[src/rtl/adc_sched_pkg.sv]
// Shared definitions for the ADC sample scheduler: APB register word
// indices, CTRL/STATUS bit positions, FSM states and the channel search
// helper used by the scan sequencer.
package adc_sched_pkg;

   // Register word index, decoded from paddr[4:2]
   localparam logic [2:0] REG_CTRL   = 3'd0;
   localparam logic [2:0] REG_CHMASK = 3'd1;
   localparam logic [2:0] REG_PERIOD = 3'd2;
   localparam logic [2:0] REG_STATUS = 3'd3;
   localparam logic [2:0] REG_DATA   = 3'd4;

   // CTRL bit positions
   localparam int CTRL_EN      = 0;
   localparam int CTRL_ONESHOT = 1;
   localparam int CTRL_IRQ_EN  = 2;

   // STATUS bit positions (LEVEL is a 4-bit field starting at STAT_LEVEL)
   localparam int STAT_BUSY  = 0;
   localparam int STAT_EMPTY = 1;
   localparam int STAT_FULL  = 2;
   localparam int STAT_OVF   = 3;
   localparam int STAT_LEVEL = 8;

   // Scan index width: one more than needed for 16 channels so that
   // "past the last channel" is representable without wrapping to 0.
   localparam int IDX_W = 5;

   typedef enum logic [1:0] {
      ST_IDLE,
      ST_WAIT,
      ST_SCAN,
      ST_REQ
   } state_t;

   // Lowest set bit of mask at or above start; returns 16 when none is left.
   function automatic logic [IDX_W-1:0] next_chan(input logic [15:0]      mask,
                                                   input logic [IDX_W-1:0] start);
      logic [IDX_W-1:0] found;
      found = IDX_W'(16);
      for (int i = 15; i >= 0; i--) begin
         if (mask[i] && (IDX_W'(i) >= start)) begin
            found = IDX_W'(i);
         end
      end
      return found;
   endfunction

endpackage

[src/rtl/adc_sched_fifo.sv]
// Synchronous result FIFO for the ADC scheduler. A push into a full FIFO
// is accepted only when a pop happens in the same cycle; a pop from an
// empty FIFO is ignored. DEPTH must be a power of two, at least 2.
module adc_sched_fifo
   import adc_sched_pkg::*;
#(
   parameter int WIDTH = 15,
   parameter int DEPTH = 8
) (
   input  logic                     fclk,
   input  logic                     resetn,
   input  logic                     push,
   input  logic [WIDTH-1:0]         push_data,
   input  logic                     pop,
   output logic [WIDTH-1:0]         pop_data,
   output logic                     full,
   output logic                     empty,
   output logic [$clog2(DEPTH):0]   level
);

   localparam int PTR_W = $clog2(DEPTH);

   logic [WIDTH-1:0] mem [DEPTH];
   logic [PTR_W-1:0] wr_ptr_q, wr_ptr_d;
   logic [PTR_W-1:0] rd_ptr_q, rd_ptr_d;
   logic [PTR_W:0]   count_q, count_d;
   logic             push_ok;
   logic             pop_ok;

   assign full     = (count_q == (PTR_W+1)'(DEPTH));
   assign empty    = (count_q == '0);
   assign level    = count_q;
   assign pop_data = mem[rd_ptr_q];
   assign push_ok  = push && (!full || pop);
   assign pop_ok   = pop && !empty;

   // Pointer and occupancy next-state
   always_comb begin
      // NOTE: every variable gets a default first so no path leaves it unassigned (no latch).
      wr_ptr_d = wr_ptr_q;
      rd_ptr_d = rd_ptr_q;
      count_d  = count_q;
      if (push_ok) wr_ptr_d = wr_ptr_q + PTR_W'(1);
      if (pop_ok)  rd_ptr_d = rd_ptr_q + PTR_W'(1);
      case ({push_ok, pop_ok})
         2'b10:   count_d = count_q + (PTR_W+1)'(1);
         2'b01:   count_d = count_q - (PTR_W+1)'(1);
         default: count_d = count_q;
      endcase
   end

   // Pointer and occupancy registers
   always_ff @(posedge fclk or negedge resetn) begin
      if (!resetn) begin
         // NOTE: state uses non-blocking assignments so all registers update together at the edge.
         wr_ptr_q <= '0;
         rd_ptr_q <= '0;
         count_q  <= '0;
      end else begin
         wr_ptr_q <= wr_ptr_d;
         rd_ptr_q <= rd_ptr_d;
         count_q  <= count_d;
      end
   end

   // Storage write
   always_ff @(posedge fclk) begin
      // NOTE: the array has no reset; stale entries are unreachable because count_q gates every read.
      if (push_ok) mem[wr_ptr_q] <= push_data;
   end

endmodule

[src/rtl/adc_sample_scheduler.sv]
// APB-controlled ADC sample scheduler: a period counter triggers round-robin
// scans over the enabled channels, each channel gets one req/ack conversion
// and the {channel, sample} result is queued for the CPU to read out.
// Build option: define ADC_SCHED_IRQ_EN to add the CTRL.IRQ_EN bit and the
// registered level interrupt; without it irq is tied low.
module adc_sample_scheduler
   import adc_sched_pkg::*;
#(
   parameter int ADDR_W     = 16,
   parameter int NCH        = 8,
   parameter int CH_W       = 3,
   parameter int DATA_W     = 12,
   parameter int FIFO_DEPTH = 8,
   parameter int PERIOD_W   = 24
) (
   input  logic              fclk,
   input  logic              resetn,
   input  logic              psel,
   input  logic              penable,
   input  logic              pwrite,
   input  logic [ADDR_W-1:0] paddr,
   input  logic [31:0]       pwdata,
   output logic [31:0]       prdata,
   output logic              pready,
   output logic              pslverr,
   output logic              adc_req,
   output logic [CH_W-1:0]   adc_chan,
   input  logic              adc_ack,
   input  logic [DATA_W-1:0] adc_data,
   output logic              irq
);

   localparam int FIFO_W = CH_W + DATA_W;
   localparam int LVL_W  = $clog2(FIFO_DEPTH) + 1;

   // APB decode
   logic        apb_setup, apb_wr, apb_rd_acc;
   logic [2:0]  reg_idx;
   logic        unused_apb;

   // Software-visible registers
   logic                en_q, en_d;
   logic                oneshot_q, oneshot_d;
   logic [NCH-1:0]      chmask_q, chmask_d;
   logic [PERIOD_W-1:0] period_q, period_d;
   logic                ovf_q, ovf_d;
   logic [31:0]         prdata_q, prdata_d, rd_word;

   // Period counter and pending tick
   logic [PERIOD_W-1:0] cnt_q, cnt_d, period_m1;
   logic                tick;
   logic                pending_q, pending_d;

   // Scan sequencer
   state_t              state_q, state_d;
   logic [NCH-1:0]      scan_mask_q, scan_mask_d;
   logic [IDX_W-1:0]    scan_idx_q, scan_idx_d, nxt_idx;
   logic [CH_W-1:0]     chan_q, chan_d;
   logic                scan_start, oneshot_done, busy;

   // Result FIFO
   logic                push, pop, ovf_set;
   logic                pop_armed_q, pop_armed_d;
   logic [FIFO_W-1:0]   fifo_head;
   logic                fifo_full, fifo_empty;
   logic [LVL_W-1:0]    fifo_level;

`ifdef ADC_SCHED_IRQ_EN
   logic irq_en_q, irq_en_d, irq_q;
   assign irq = irq_q;
`else
   assign irq = 1'b0;
`endif

   assign apb_setup  = psel && !penable;
   assign apb_wr     = psel && penable && pwrite;
   assign apb_rd_acc = psel && penable && !pwrite;
   assign reg_idx    = paddr[4:2];
   assign unused_apb = ^{paddr, pwdata};

   assign pready   = 1'b1;
   assign pslverr  = 1'b0;
   assign prdata   = prdata_q;
   assign adc_req  = (state_q == ST_REQ);
   assign adc_chan = chan_q;
   assign busy     = (state_q == ST_SCAN) || (state_q == ST_REQ);

   // The ack cycle pushes; a DATA pop only happens if the setup phase saw data to return
   assign push    = (state_q == ST_REQ) && adc_ack;
   assign pop     = pop_armed_q && apb_rd_acc;
   assign ovf_set = push && fifo_full && !pop;

   // Period tick; >= keeps the counter from running the full 2^PERIOD_W range if PERIOD shrinks under it
   assign period_m1 = (period_q == '0) ? '0 : period_q - PERIOD_W'(1);
   assign tick      = en_q && (cnt_q >= period_m1);
   assign nxt_idx   = next_chan(16'(scan_mask_q), scan_idx_q);

   adc_sched_fifo #(
      .WIDTH (FIFO_W),
      .DEPTH (FIFO_DEPTH)
   ) u_fifo (
      .fclk      (fclk),
      .resetn    (resetn),
      .push      (push),
      .push_data ({chan_q, adc_data}),
      .pop       (pop),
      .pop_data  (fifo_head),
      .full      (fifo_full),
      .empty     (fifo_empty),
      .level     (fifo_level)
   );

   // Read mux for the register addressed in the setup phase
   always_comb begin
      rd_word = '0;
      case (reg_idx)
         REG_CTRL: begin
            rd_word[CTRL_EN]      = en_q;
            rd_word[CTRL_ONESHOT] = oneshot_q;
`ifdef ADC_SCHED_IRQ_EN
            rd_word[CTRL_IRQ_EN]  = irq_en_q;
`endif
         end
         REG_CHMASK: rd_word[NCH-1:0]      = chmask_q;
         REG_PERIOD: rd_word[PERIOD_W-1:0] = period_q;
         REG_STATUS: begin
            rd_word[STAT_BUSY]        = busy;
            rd_word[STAT_EMPTY]       = fifo_empty;
            rd_word[STAT_FULL]        = fifo_full;
            rd_word[STAT_OVF]         = ovf_q;
            rd_word[STAT_LEVEL +: 4]  = 4'(fifo_level);
         end
         REG_DATA: begin
            if (!fifo_empty) begin
               rd_word = {12'h000, 4'(fifo_head[FIFO_W-1 -: CH_W]), 16'(fifo_head[DATA_W-1:0])};
            end
         end
         default: rd_word = '0;
      endcase
   end

   // Register-file next state: software writes override the ONESHOT hardware clear
   always_comb begin
      en_d        = en_q;
      oneshot_d   = oneshot_q;
      chmask_d    = chmask_q;
      period_d    = period_q;
      ovf_d       = ovf_q;
      prdata_d    = apb_setup ? rd_word : prdata_q;
      pop_armed_d = apb_setup && (reg_idx == REG_DATA) && !fifo_empty;
`ifdef ADC_SCHED_IRQ_EN
      irq_en_d    = irq_en_q;
`endif
      if (oneshot_done) en_d = 1'b0;
      if (apb_wr) begin
         case (reg_idx)
            REG_CTRL: begin
               en_d      = pwdata[CTRL_EN];
               oneshot_d = pwdata[CTRL_ONESHOT];
`ifdef ADC_SCHED_IRQ_EN
               irq_en_d  = pwdata[CTRL_IRQ_EN];
`endif
            end
            REG_CHMASK: chmask_d = pwdata[NCH-1:0];
            REG_PERIOD: period_d = pwdata[PERIOD_W-1:0];
            REG_STATUS: if (pwdata[STAT_OVF]) ovf_d = 1'b0;
            default: ;
         endcase
      end
      // A drop in the same cycle as the W1C keeps the flag set
      if (ovf_set) ovf_d = 1'b1;
   end

   // Period counter and the 1-deep pending tick latched while a scan is running
   always_comb begin
      cnt_d     = (!en_q || tick) ? '0 : cnt_q + PERIOD_W'(1);
      pending_d = pending_q;
      if (!en_q || scan_start) pending_d = 1'b0;
      else if (tick && busy)   pending_d = 1'b1;
   end

   // Scan sequencer next state
   always_comb begin
      state_d      = state_q;
      scan_mask_d  = scan_mask_q;
      scan_idx_d   = scan_idx_q;
      chan_d       = chan_q;
      scan_start   = 1'b0;
      oneshot_done = 1'b0;
      case (state_q)
         ST_IDLE: begin
            if (en_q) state_d = ST_WAIT;
         end
         ST_WAIT: begin
            if (!en_q) begin
               state_d = ST_IDLE;
            end else if (tick || pending_q) begin
               state_d     = ST_SCAN;
               scan_start  = 1'b1;
               scan_mask_d = chmask_q;
               scan_idx_d  = '0;
            end
         end
         ST_SCAN: begin
            if (!en_q) begin
               state_d = ST_IDLE;
            end else if (nxt_idx < IDX_W'(NCH)) begin
               chan_d  = nxt_idx[CH_W-1:0];
               state_d = ST_REQ;
            end else if (oneshot_q) begin
               oneshot_done = 1'b1;
               state_d      = ST_IDLE;
            end else begin
               state_d = ST_WAIT;
            end
         end
         ST_REQ: begin
            if (adc_ack) begin
               scan_idx_d = IDX_W'(chan_q) + IDX_W'(1);
               state_d    = en_q ? ST_SCAN : ST_IDLE;
            end
         end
         default: state_d = ST_IDLE;
      endcase
   end

   // All scheduler state registers
   always_ff @(posedge fclk or negedge resetn) begin
      if (!resetn) begin
         en_q        <= 1'b0;
         oneshot_q   <= 1'b0;
         chmask_q    <= '0;
         period_q    <= '0;
         ovf_q       <= 1'b0;
         prdata_q    <= '0;
         pop_armed_q <= 1'b0;
         cnt_q       <= '0;
         pending_q   <= 1'b0;
         state_q     <= ST_IDLE;
         scan_mask_q <= '0;
         scan_idx_q  <= '0;
         chan_q      <= '0;
`ifdef ADC_SCHED_IRQ_EN
         irq_en_q    <= 1'b0;
         irq_q       <= 1'b0;
`endif
      end else begin
         en_q        <= en_d;
         oneshot_q   <= oneshot_d;
         chmask_q    <= chmask_d;
         period_q    <= period_d;
         ovf_q       <= ovf_d;
         prdata_q    <= prdata_d;
         pop_armed_q <= pop_armed_d;
         cnt_q       <= cnt_d;
         pending_q   <= pending_d;
         state_q     <= state_d;
         scan_mask_q <= scan_mask_d;
         scan_idx_q  <= scan_idx_d;
         chan_q      <= chan_d;
`ifdef ADC_SCHED_IRQ_EN
         irq_en_q    <= irq_en_d;
         irq_q       <= irq_en_q && (!fifo_empty || ovf_q);
`endif
      end
   end

endmodule

[config.mk]
export PLATFORM = sky130hd
export DESIGN_NAME = adc_sample_scheduler
export DESIGN_NICKNAME = d
export VERILOG_FILES = /design/src/rtl/adc_sched_pkg.sv /design/src/rtl/adc_sched_fifo.sv /design/src/rtl/adc_sample_scheduler.sv
export SDC_FILE = /design/constraint.sdc
export NUM_CORES = 1
export LEC_CHECK = 0
export BUFFER_PORTS_ARGS = -buffer_cell sky130_fd_sc_hd__buf_2
export CORE_ASPECT_RATIO = 1.75
export CORE_UTILIZATION = 35
export CTS_CLUSTER_DIAMETER = 40
export DETAILED_ROUTE_END_ITERATION = 6
export PLACE_DENSITY = 0.5
export SLEW_MARGIN = 20
export SYNTH_ARGS = -nofsm -noshare
export SYNTH_HDL_FRONTEND = slang
export SYNTH_SLANG_ARGS = --single-unit
[constraint.sdc]
create_clock -name fclk -period 7.5 [get_ports fclk]
set_input_delay 0.75 -clock fclk [delete_from_list [all_inputs] [get_ports fclk]]
set_output_delay 0.75 -clock fclk [all_outputs]
set_load 0.02 [all_outputs]
==> results of run 1 <==
==> Yosys cell counts, types with 10 or more instances <==
cell type / count
nand4_1: 10
a21oi_1: 22
o21ai_0: 46
buf_4: 11
ha_1: 33
nand3_1: 16
mux2_2: 44
clkbuf_1: 25
nor4_1: 10
xnor2_1: 22
mux4_2: 32
mux2i_1: 11
xor2_1: 28
dfrtp_1: 112
nand2_1: 99
nor2_1: 57
inv_1: 17
edfxtp_1: 120
nor3_1: 15
==> kinds of logic (layout without fill, tap and decap cells) <==
logic type                 Yosys count  in the layout  synth area share, %
DFF                                232            232                 59.5
muxes                               87             87                 12.3
xor gates and xnor gates            50             50                 4.07
and+or+nand+nor                    253            253                 11.2
buffers and inverters               60            155                 2.50
other                                2             11               0.0698
adders and majority gates           34             34                 4.02
AOI/OAI and AO/OA                  109            109                 6.24
==> power groups by stage <==
stage	combinational, uW	sequential [uW]	clock (uW)
floorplan	379	1580	0
global placement	522	1630	0
detailed placement	531	1630	0
CTS	532	1600	1380
global route	590	1620	1430
finish	520	1600	1340
==> per-layer routing <==
layer,wire length [um],up-vias,part of all wire (%),GRT usage (%)
met3,771,31,2.9,2.16
met2,14800,105,56,33.5
met1,9870,3310,38,18.6
met5,0,-,0,0
li1,-,3193,-,-
met4,778,0,3.0,6.53
==> stage by stage <==
step | setup slack [ns] | hold WS [ns] | cell area, um2 | util, %
finish | 2.49 | 0.268 | 12500 | 41.5
global route | 1.99 | 0.317 | 12500 | 41.5
CTS | 2.26 | 0.277 | 12500 | 41.5
detailed placement | 2.26 | 0.465 | 11600 | 38.4
global placement | 2.28 | 0.458 | 11600 | 38.4
floorplan | 3.05 | 0.454 | 10800 | -
==> flip-flops by register name (all words and copies together), names as in the netlist, 2 cells and up <==
name / count
u_fifo.rd_ptr_q: 3
prdata: 24
period_q: 24
scan_mask_q: 8
adc_chan: 3
cnt_q: 24
u_fifo.wr_ptr_q: 3
state_q: 2
u_fifo.mem: 120
u_fifo.level: 4
chmask_q: 8
scan_idx_q: 4
==> critical path: cells and delay by family (launching register included) <==
family	cells	cell delay, ns
compound gates	1	0.31
xor+xnor	1	0.18
fa+ha+maj	1	0.32
flops	1	0.45
simple gates	9	3.58
==> how the worst min path moves through the flow <==
| stage | slack [ns] | from | depth (start not counted) | endpoint |
|---|---|---|---|---|
| finish | 0.27 | resetn | 1 | adc_chan[2] |
| global route | 0.32 | resetn | 1 | adc_chan[2] |
| CTS | 0.28 | resetn | 1 | prdata[2] |
| detailed placement | 0.46 | prdata[13] | 2 | prdata[13] |
| global placement | 0.46 | prdata[13] | 2 | prdata[13] |
| floorplan | 0.45 | resetn | 0 | adc_chan[0] |
==> area by class of cell <==
class | instances | share of cell area, %
Inverter | 17 | 0.510
Multi-Input combinational cell | 544 | 33.3
Clock inverter | 20 | 1.48
Timing Repair Buffer | 86 | 3.74
Sequential cell | 232 | 51.2
Tap cell | 387 | 3.87
Clock buffer | 32 | 5.89
==> results.ini, run 1 <==
[run_status]
outcome = completed

[power]
p_int_uw = 2440
leakage_uw = 0.00493
power_uw = 3460
p_switching_uw = 1020
pwr-share-comb_pct = 15.0
switching_share_pct = 29.5
clockPowerShare_pct = 38.7
p_per_area_nw_per_um2 = 277
p_seq_share_pct = 46.2
vdd_drop_max_uv = 170

[critical_path]
critPathLaunchType = register
crit_type = register to register
cp.arrival_ns = 5.40
crit_path_end_kind = register
r2r_end = cnt_q[9]
worstRegToRegCells = 12
crit_start = period_q[3]
cpMaxStageDelayCell = nand2_1
crit_end = cnt_q[9]
r2r-start = period_q[3]
crit_path_max_fanout = 24
crit_chain = or4_1, nor4b_1, nand3b_1, nor4_1, xor2_1, nand2_1, ha_1, nand4_1, nor4_1, o41ai_1, nand2_1, nor2_1
worstPathRequired_ns = 7.89
reg2reg_slack_ns = 2.49
max_stage_delay_ns = 0.72

[synthesis]
synth_cell_types = 56
synth_cells = 827
ys_seq_elements = 232
synth_area_leaders = edfxtp_1, dfrtp_1, mux4_2
yosysTopAreaCell = edfxtp_1
yosysSeqAreaShare_pct = 59.5
ys.flop_type = edfxtp_1
synth_area_um2 = 10800
yosysWarnings = 0
ys_async_sr_fraction_pct = 48.3
synth_top_area_share_pct = 33.5
syn_avg_cell_area_um2 = 13.0
synth_edf_count = 120

[global_routing]
grt_max_degree = 60
grt_pass1_wl_um = 40100
grt-ovfl-total = 0
antenna_found_initial = 0
grt_pass1_vias = 6931
track_usage_pct = 17.2

[clocking]
clk_latency_ns = 0.57
cts.root.buffer_cell = clkbuf_16
cts.sinks = 232
cts_setup_buffers = 0
cts_buffer_depth = 3
holdBufCountCts = 0
cts_max_level = 1
cts_tree = built
cts_made_buffers = 29
ctsResizeCount = 0
path_clk_slew_ns = 0.06

[finish]
final_cell_mix = edfxtp_1, dfrtp_1, nand2_1
num-fill-cells = 2844
finalNonFillerCells = 1318
n_antenna_cell = 0
multi_input_area_um2 = 4160
drive_gt1_share_pct = 24.5
final_common_cell = edfxtp_1
area_growth_pct = 16.2
final_nets = 1010
final-seq-area_um2 = 6410

[sta]
max_freq_mhz = 200
rsz0062_at_grt = no
relSlewSlack_pct = 30.2
finalCritPeriodShare_pct = 66.8
setup_tns_ns = 0
layout_min_cycle_time_ns = 5.01
drv_slew = 0
setup_viol = 0
report.final.hold_viol_count = 0
worst_pin_slew_ns = 1.05
fin_skew_ns = 0.0285

[place]
io_buffers = 72
hpwl_um = 18600
gp_congestion = 0.806
placed_cells = 1266

[drt]
first_iter_violations = 236
routed_wl_um = 26200
drtPass1Iterations = 7
wl_per_cell_um = 19.9
remaining_drc_errors = 0
detail-route-antenna-nets = 0
vias = 6639
avgViaCountPerCell = 5.04

[floorplan]
io_pins = 105
die_y_um = 234
core_um2 = 30200
rows = 84
initial_core_util_pct = 35.7
die_w_um = 135
dieArea_um2 = 31500

[min_path]
worstHoldPathType = input pin to async pin

[flow_run]
drv_cap = 0

Note: power is estimated with default switching activity, not from simulation.
==> run 2, diff against run 1 <==
--- a/config.mk
+++ b/config.mk
@@ -5,12 +5,13 @@
 export SDC_FILE = /design/constraint.sdc
 export NUM_CORES = 1
 export LEC_CHECK = 0
+export ABC_AREA = 1
 export BUFFER_PORTS_ARGS = -buffer_cell sky130_fd_sc_hd__buf_2
 export CORE_ASPECT_RATIO = 1.75
 export CORE_UTILIZATION = 35
 export CTS_CLUSTER_DIAMETER = 40
 export DETAILED_ROUTE_END_ITERATION = 6
-export PLACE_DENSITY = 0.5
+export PLACE_DENSITY = 0.52
 export SLEW_MARGIN = 20
 export SYNTH_ARGS = -nofsm -noshare
 export SYNTH_HDL_FRONTEND = slang
==> constraint.sdc (replaced) <==
create_clock -name fclk -period 4.54 [get_ports fclk]
set_input_delay 0.454 -clock fclk [delete_from_list [all_inputs] [get_ports fclk]]
set_output_delay 0.454 -clock fclk [all_outputs]
set_load 0.02 [all_outputs]
==> run 2 against run 1 <==
  * Cell count up 25%
  * Register-to-register slack got worse by 1.3 ns
  * Critical path depth grew 5
  * Clock skew is 0.012 ns lower
  * Total power up 81%
  * Count of clock-buffer cells in the layout is 6 higher
  * Area after synthesis grew 5.1%
  * Non-clock buffer count increased by 1
  * Sequential power increased by 60%
  * Global-route usage grew 1.4 points
  * Via count grew 25%
  * Critical path type unchanged
  * Design area rose by 6.1%
==> results.ini, run 2 <==
[critical_path]
crit_path_max_fanout = 18  ; -25%
crit_chain = inv_1, ha_1, inv_1, nor4_2, nand3_2, nand3_1, ha_1, a21oi_1, o21ai_0, a21oi_1, nand3_2, nand2_2, nand2_4, nand2_4, nand2_1, nand2_1, nand2_1
cpMaxStageDelayCell = nand3_2
critPathLaunchType = register
max_stage_delay_ns = 0.42  ; -0.30 ns
crit_path_end_kind = register
crit_type = register to register
crit_start = period_q[1]
worstPathRequired_ns = 4.94  ; -2.95 ns
cp.arrival_ns = 3.76  ; -1.64 ns
r2r-start = period_q[1]
crit_path_frequent_cell = nand2_1

[place]
hpwl_um = 20600  ; +11%
io_buffers = 72  ; unchanged
gp_congestion = 0.806  ; about the same

[sta]
fin_skew_ns = 0.0161  ; -0.0123 ns
worst_pin_slew_ns = 0.931  ; -0.116 ns
max_freq_mhz = 298  ; +49%
relSlewSlack_pct = 37.9  ; +7.7 points
rsz0062_at_grt = no
setup_tns_ns = 0  ; unchanged
setup_viol = 0  ; unchanged
finalCritPeriodShare_pct = 73.8  ; +7.1 points
report.final.hold_viol_count = 0  ; unchanged
drv_slew = 0  ; unchanged
layout_min_cycle_time_ns = 3.35  ; -1.65 ns

[synthesis]
ys.flop_type = edfxtp_1
synth_cell_types = 55  ; -1.8%
syn_avg_cell_area_um2 = 9.90  ; -24%
yosysTopAreaCell = edfxtp_1
synth_edf_count = 120  ; unchanged
synth_cells = 1143  ; +38%
synth_area_leaders = edfxtp_1, dfrtp_1, nand2_1
ys_seq_elements = 232  ; unchanged
yosysSeqAreaShare_pct = 56.6  ; -2.9 points
yosysWarnings = 0  ; unchanged
ys_async_sr_fraction_pct = 48.3  ; unchanged
synth_commonest_cells = nand2_1, nor2_1, edfxtp_1, dfrtp_1, inv_1
synth_area_um2 = 11300  ; +5.1%
synth_top_area_share_pct = 31.8  ; -1.6 points
synth.most_common_cell = nand2_1

[finish]
drive_gt1_share_pct = 16.9  ; -7.6 points
final_cell_mix = nand2_1, nor2_1, edfxtp_1
num-fill-cells = 3105  ; +9.2%
n_antenna_cell = 0  ; unchanged
largest_reg_flops = 120  ; unchanged
area_growth_pct = 17.3
multi_input_area_um2 = 4310  ; +3.5%
top_register = u_fifo.mem
final-seq-area_um2 = 6410  ; about the same
final_nets = 1328  ; +31%
final_common_cell = nand2_1

[power]
p_per_area_nw_per_um2 = 472  ; +71%
vdd_drop_max_uv = 301  ; +77%
power_uw = 6270  ; +81%
leakage_uw = 0.00565  ; +15%

[drt]
first_iter_violations = 379  ; +61%
detail-route-antenna-nets = 0  ; unchanged
avgViaCountPerCell = 5.04  ; +0.14%
vias = 8323  ; +25%
wl_per_cell_um = 17.9  ; -10%
remaining_drc_errors = 0  ; unchanged
routed_wl_um = 29500  ; +13%
drtPass1Iterations = 5  ; -2

[clocking]
cts.root.buffer_cell = clkbuf_16
cts_setup_buffers = 0  ; unchanged
path_clk_slew_ns = 0.05  ; about the same
ctsResizeCount = 0  ; unchanged
cts_buffer_depth = 3  ; unchanged
cts_tree = built
cts.sinks = 232  ; unchanged
cts_max_level = 2  ; +1
holdBufCountCts = 0  ; unchanged
clk_latency_ns = 0.52  ; -0.05 ns
cts_made_buffers = 36  ; +24%

[run_status]
outcome = completed

[floorplan]
rows = 86  ; +2.4%
core_um2 = 31600  ; +4.9%
dieArea_um2 = 33100  ; +5.1%
io_pins = 105  ; unchanged
initial_core_util_pct = 35.8  ; +0.089 points
die_y_um = 240  ; +2.5%
die_w_um = 138  ; +2.5%

[global_routing]
antenna_found_initial = 0  ; unchanged
grt_pass1_vias = 8536  ; +23%
grt_max_degree = 66  ; +10%
grt_pass1_wl_um = 45800  ; +14%
track_usage_pct = 18.6  ; +1.4 points
grt-ovfl-total = 0  ; unchanged

[flow_run]
drv_cap = 0  ; unchanged

[min_path]
worstHoldPathType = input pin to async pin

run 2: logic make-up after synthesis:
family                     share of synthesized area [%]
muxes                                               2.06
other                                             0.0664
AOI/OAI and AO/OA                                   9.72
and+or+nand+nor                                     19.8
DFF                                                 56.6
adders and majority gates                           3.83
xor gates and xnor gates                            2.32
buffers and inverters                               5.62
run 2: cell type report:
class | count | area share [%]
Clock buffer | 38 | 7.01
Clock inverter | 26 | 2.02
Inverter | 99 | 2.80
Multi-Input combinational cell | 772 | 32.5
Sequential cell | 232 | 48.3
Tap cell | 396 | 3.73
Timing Repair Buffer | 87 | 3.68
run 2: metrics by stage:
step                instance area, um2  cells  utilization [%]  setup WS, ns  hold WS [ns]
floorplan                        11300   1152                -          1.87         0.158
global placement                 12100   1586             38.2          1.12         0.466
detailed placement               12100   1586             38.2          1.08         0.467
CTS                              13300   1650             41.9          1.07        0.0916
global route                     13300   1650             41.9         0.792         0.139
finish                           13300   1650             41.9          1.19        0.0494
run 2: where the power goes:
part	internal [uW]	switching [uW]
combinational	326	635
sequential	2370	190
clock	1650	1100
total	4350	1920
run 2: worst paths after layout:
check,end,slack [ns],cells past startpoint
worst max-delay path,scan_idx_q[3],1.19,17
worst min-delay path,scan_idx_q[2],0.05,1
worst max register to register,scan_idx_q[3],1.19,17
worst min register to register,prdata[21],0.48,2
max in group asynchronous,prdata[21],3.67,2
min in group fclk,period_q[14],0.14,2
run 2: critical path: cells and delay by family (launching register included):
kind | cells | cell delay (ns)
flip-flops | 1 | 0.40
adder cells (fa/ha/maj) | 2 | 0.41
AND/OR/NAND/NOR | 10 | 1.71
buffers and inverters | 2 | 0.22
AO/OA/AOI/OAI | 3 | 0.51
run 2: metal layers:
metal  GRT usage (%)  share of wire (%)  up-vias
li1                -                  -     4082
met4            8.66                4.3        0
met3            3.25                4.1       82
met1            20.3                 39     3985
met5               0                  0        -
met2            34.0                 53      174
